[src/rtl/ibex_pkg.sv]
// Shared types and widths for the Ibex writeback stage.
package ibex_pkg;

  localparam int unsigned RegAddrW = 5;

  typedef enum logic [1:0] {
    WB_IDLE,
    WB_VALID,
    WB_LOAD_WAIT
  } wb_state_e;

endpackage

[src/rtl/ibex_wb_pipe.sv]
// Single-entry writeback stage: captures EX results or waits for load data, drives the RF write port.
// Optional bypass outputs enabled by defining IBEX_WB_FWD_EN.
module ibex_wb_pipe
  import ibex_pkg::*;
#(
  parameter bit          RV32E     = 1'b0,
  parameter int unsigned DataWidth = 32
) (
  input  logic                 clk_i,
  input  logic                 rst_i,
  input  logic                 ex_valid_i,
  input  logic                 en_wb_i,
  input  logic                 instr_is_load_i,
  input  logic                 rf_we_i,
  input  logic [RegAddrW-1:0]  rf_waddr_i,
  input  logic [DataWidth-1:0] result_ex_i,
  input  logic                 lsu_resp_valid_i,
  input  logic [DataWidth-1:0] lsu_rdata_i,
  input  logic                 lsu_err_i,
  output logic                 ready_wb_o,
  output logic                 rf_we_o,
  output logic [RegAddrW-1:0]  rf_waddr_o,
  output logic [DataWidth-1:0] rf_wdata_o,
  output logic                 instr_done_o,
  output logic                 load_err_o,
  output logic                 fwd_valid_o,
  output logic [RegAddrW-1:0]  fwd_addr_o,
  output logic [DataWidth-1:0] fwd_data_o
);

  wb_state_e              state_q, state_d;
  logic                   we_q, we_d;
  logic [RegAddrW-1:0]    waddr_q, waddr_d;
  logic [DataWidth-1:0]   data_q, data_d;
  logic                   ready;
  logic                   accept;
  logic                   addr_ok;

  // State and capture registers
  always_ff @(posedge clk_i) begin
    if (rst_i) begin
      state_q <= WB_IDLE;
      we_q    <= 1'b0;
      waddr_q <= '0;
      data_q  <= '0;
    end else begin
      state_q <= state_d;
      we_q    <= we_d;
      waddr_q <= waddr_d;
      data_q  <= data_d;
    end
  end

  // Next state, capture and retire/write outputs
  always_comb begin
    state_d      = state_q;
    we_d         = we_q;
    waddr_d      = waddr_q;
    data_d       = data_q;
    rf_we_o      = 1'b0;
    rf_wdata_o   = '0;
    instr_done_o = 1'b0;
    load_err_o   = 1'b0;
    rf_waddr_o   = waddr_q;

    ready   = (state_q != WB_LOAD_WAIT) | lsu_resp_valid_i;
    accept  = ex_valid_i & en_wb_i & ready;
    addr_ok = (waddr_q != '0) & ~(RV32E & waddr_q[RegAddrW-1]);

    // Whenever the slot frees up, either capture the new instruction or empty out
    if (ready) begin
      if (accept) begin
        state_d = instr_is_load_i ? WB_LOAD_WAIT : WB_VALID;
        we_d    = rf_we_i;
        waddr_d = rf_waddr_i;
        data_d  = instr_is_load_i ? '0 : result_ex_i;
      end else begin
        state_d = WB_IDLE;
        we_d    = 1'b0;
        waddr_d = '0;
        data_d  = '0;
      end
    end

    case (state_q)
      WB_VALID: begin
        instr_done_o = 1'b1;
        rf_we_o      = we_q & addr_ok;
        if (rf_we_o) rf_wdata_o = data_q;
      end
      WB_LOAD_WAIT: begin
        if (lsu_resp_valid_i) begin
          instr_done_o = 1'b1;
          load_err_o   = lsu_err_i;
          rf_we_o      = we_q & ~lsu_err_i & addr_ok;
          if (rf_we_o) rf_wdata_o = lsu_rdata_i;
        end
      end
      default: ;
    endcase
  end

  assign ready_wb_o = ready;

`ifdef IBEX_WB_FWD_EN
  assign fwd_valid_o = rf_we_o;
  assign fwd_addr_o  = rf_waddr_o;
  assign fwd_data_o  = rf_wdata_o;
`else
  assign fwd_valid_o = 1'b0;
  assign fwd_addr_o  = '0;
  assign fwd_data_o  = '0;
`endif

endmodule

[config.mk]
export PLATFORM = sky130hd
export DESIGN_NAME = ibex_wb_pipe
export DESIGN_NICKNAME = d
export VERILOG_FILES = /design/src/rtl/ibex_pkg.sv /design/src/rtl/ibex_wb_pipe.sv
export SDC_FILE = /design/constraint.sdc
export NUM_CORES = 1
export LEC_CHECK = 0
export ABC_CLOCK_PERIOD_IN_PS = 1600
export CAP_MARGIN = 25
export CELL_PAD_IN_SITES_DETAIL_PLACEMENT = 1
export CELL_PAD_IN_SITES_GLOBAL_PLACEMENT = 2
export CORE_MARGIN = 5
export CORE_UTILIZATION = 18
export DETAILED_ROUTE_END_ITERATION = 8
export PLACE_DENSITY_LB_ADDON = 0.12
export RECOVER_POWER = 25
export SETUP_SLACK_MARGIN = 0.05
export SLEW_MARGIN = 20
export SYNTH_ARGS = -nofsm -noshare
export SYNTH_HDL_FRONTEND = slang
export SYNTH_SLANG_ARGS = --single-unit
[constraint.sdc]
create_clock -name clk_i -period 1.6 [get_ports clk_i]
set_input_delay 0.16 -clock clk_i [delete_from_list [all_inputs] [get_ports clk_i]]
set_output_delay 0.16 -clock clk_i [all_outputs]
set_load 0.05 [all_outputs]
==> impl_results.md <==
* RR Startpoint: state_q[0]
* Average size of a mapped cell at 8.97 sq um
* Final antenna-violating net count at 0
* Worst-path clk slew at 60 ps
* Vias in the first global route at ~2.3k
* Num rows at 39
* Worst vdd ir at between 0.0005 and 0.0006 V
* Global-route wire length before repair at 12,700 um
* # nets final at around 450
* Fin. Hold Viols at 0
* RSZ-0062 raised after global routing: true
* Register bit total from synthesis at 40
* Routability cong. at about 0.67
* Worst Setup EP: rf_wdata_o[28]
* Worst Setup Slack post-DPL at -122 ps
* Port Buffers at between 100 and 150
* Failing checks: setup timing
* Distinct cells, synth at 25
* M1 WL at about 3900 um
* Post-DP HPWL at 6090 um
* Worst Path Max Fanout at 7
* Highest routed layer: met4
* Critical Path RT at 1440 ps
* Fillers at 1,283
* PwrDens at 632 mW/mm^2
* CTS max path bufs at 2
* CTS tree: yes
* FF-to-FF path depth at 7
* Slowest CP cell: or4_4
* Number of synthesis warnings at 0
* Router iterations before antenna repair at 4
* N_diodes at 0
* Max Clk Rate at 496 MHz
* Clock tree sinks at 40
* Number of buffers created by CTS at 5
* DRT iter0 DRCs at 56
* Core ar. at 0.0115 sq mm
* Critical path class: flip-flop to output port
* Final period utilization at 126%
* Wire per inst at around 16 um
* DIE AREA at ~0.014 sq mm
* I/O Pins at about 160
* Total Wirelength at roughly 8400 um
* RR Endpoint: data_q[17]
* Metal2 WL at about 4000 um
* H-tree depth at 2
* Largest net degree at the start of global routing at 35
* CP peak stage delay at about 540 ps
* Post-route minimum period at between 2000 and 2500 ps
* R2r setup slk at -60 ps
* Crit-path cells: or4_4, o21ai_4, buf_12, clkbuf_16, nor2_4, buf_12
* Root buffer selected by CTS: clkbuf_16
* Relative slew slack at 59.3%
* Total design power at 2.76 mW
* Met3 Wirelength at roughly 570 um
* Most common cell after layout, fill and taps aside: clkdlybuf4s50_1
* Die width at 119 um
* Detail-routed via count per cell at ~4.2
* Leakage Power at ~1.5 nW
* Initial antenna violation count at 0
* Post-CTS Hold Buffers at 0
* Final setup vio count at 66
* Seq/Total Area, Yosys at between 30% and 40%
* Max-slew violations at 0
* DR vias at between 2k and 2.5k
* Worst Tran Pin Value at about 610 ps
* Mapped Area at 0.00213 sq mm
* Worst Setup SP: rf_waddr_o[2]
* All-Layer GR Usage at around 11%
* Most frequent cells in the layout: 76 x clkdlybuf4s50_1, 43 x buf_12, 38 x conb_1
* Final setup margin at -418 ps
* Startpoint types: flip-flop
* CP dominant cell by count: buf_12
* Status: finished, violations left
* Hold Path Class: flip-flop to flip-flop
* Worst EP arrival at about 1900 ps
* Final Skew at approximately 10 ps
* Area delta synth->final at 105%
* Initial Utilization at between 10% and 20%
* Critical path endpoint category: output port
* Chip Height at between 100 and 150 um
* Post-Syn Instances at around 240
* Worst skew pair latency at 280 ps
* Share of layout cells above drive strength 1 at between 30% and 40%
* DRC Markers at 0
* GRT overflow at 0
* MaxCap Viol Count at 0
==> worst max-delay path: cells and delay by family, from the launching register on <==
kind | cells | cell delay [ps]
and+or+nand+nor | 2 | 590
buffers and inverters | 3 | 480
DFF | 1 | 320
AOI/OAI and AO/OA | 1 | 180
==> power breakdown <==
group / switching (mW) / internal [mW]
Combinational: 0.309 / 0.223
Sequential: 0.0118 / 1.01
Clock: 0.419 / 0.782
Total: 0.740 / 2.02
==> worst min path at each step <==
stage / startpoint / to / slack (ps) / depth (start not counted)
after detailed placement: we_q / we_q / 440 / 2
after global routing: result_ex_i[29] / data_q[29] / 470 / 2
after CTS: we_q / we_q / 450 / 2
after global placement: we_q / we_q / 440 / 2
after floorplan: result_ex_i[0] / data_q[0] / 290 / 1
final: we_q / we_q / 450 / 2
==> layout make-up <==
class	instances	area (sq um)	share of cell area, %
Timing Repair Buffer	144	1850	42.4
Multi-Input combinational cell	173	1340	30.6
Sequential cell	40	808	18.5
Tap cell	143	179	4.10
Clock buffer	6	139	3.18
Clock inverter	2	38.8	0.888
Inverter	3	16.3	0.372
==> routing by layer <==
metal  track usage, %  up-vias
met5                0        -
met4             2.39        0
met3             3.41        5
met2             18.6       90
met1             14.4     1011
li1                 -     1045
==> registers in the layout, indices dropped and copies added (netlist names) <==
signal      flops
data_q         32
rf_waddr_o      5
state_q         2
we_q            1
==> stage by stage <==
stage               cell area [sq um]  setup TNS (ps)  util [%]  hold slack (ps)  cells
floorplan                        2510           -4090         -              293    275
global placement                 4030           -2500      35.0              440    496
detailed placement               4030           -3400      35.0              439    496
CTS                              4260          -13850      37.0              447    505
global route                     4370          -19740      37.9              467    511
finish                           4370          -14660      37.9              448    511
==> what timing repair did <==
action | CTS | global route
pin swaps | 3 | 23
cloned | 0 | 3
setup endpoints to repair | 35 | 38
setup buffers | 1 | 3
gates resized for setup | 14 | 9
==> synthesized netlist by cell type <==
cell type | instances | area, sq um
or4_4 | 1 | 11.3
nor4_4 | 1 | 21.3
nand4_1 | 7 | 43.8
o21ai_4 | 1 | 16.3
a21oi_1 | 9 | 45.0
and3b_1 | 1 | 8.76
buf_6 | 3 | 33.8
nor2_1 | 33 | 124
buf_4 | 42 | 315
nand2_1 | 9 | 33.8
a22o_1 | 32 | 280
ha_1 | 2 | 25.0
dfxtp_1 | 40 | 801
nor2_4 | 1 | 11.3
or3_1 | 1 | 6.26
nor2_2 | 2 | 12.5
clkbuf_1 | 5 | 18.8
buf_2 | 9 | 45.0
conb_1 | 1 | 3.75
a22oi_1 | 32 | 240
and3_1 | 1 | 6.26
nor2b_1 | 1 | 6.26
inv_2 | 1 | 3.75
inv_1 | 2 | 7.51
nor2b_4 | 1 | 13.8
==> cells by family (layout without fill, tap and decap cells) <==
group                    after synthesis  in the layout  synth area share (%)
AO/OA/AOI/OAI                         74             74                  27.3
buffers and inverters                 62            155                  19.9
AND/OR/NAND/NOR                       59             59                  14.0
flip-flops                            40             40                  37.5
adder cells (fa/ha/maj)                2              2                  1.17
other                                  1             38                 0.176
Power figures use the tool's default switching activity.
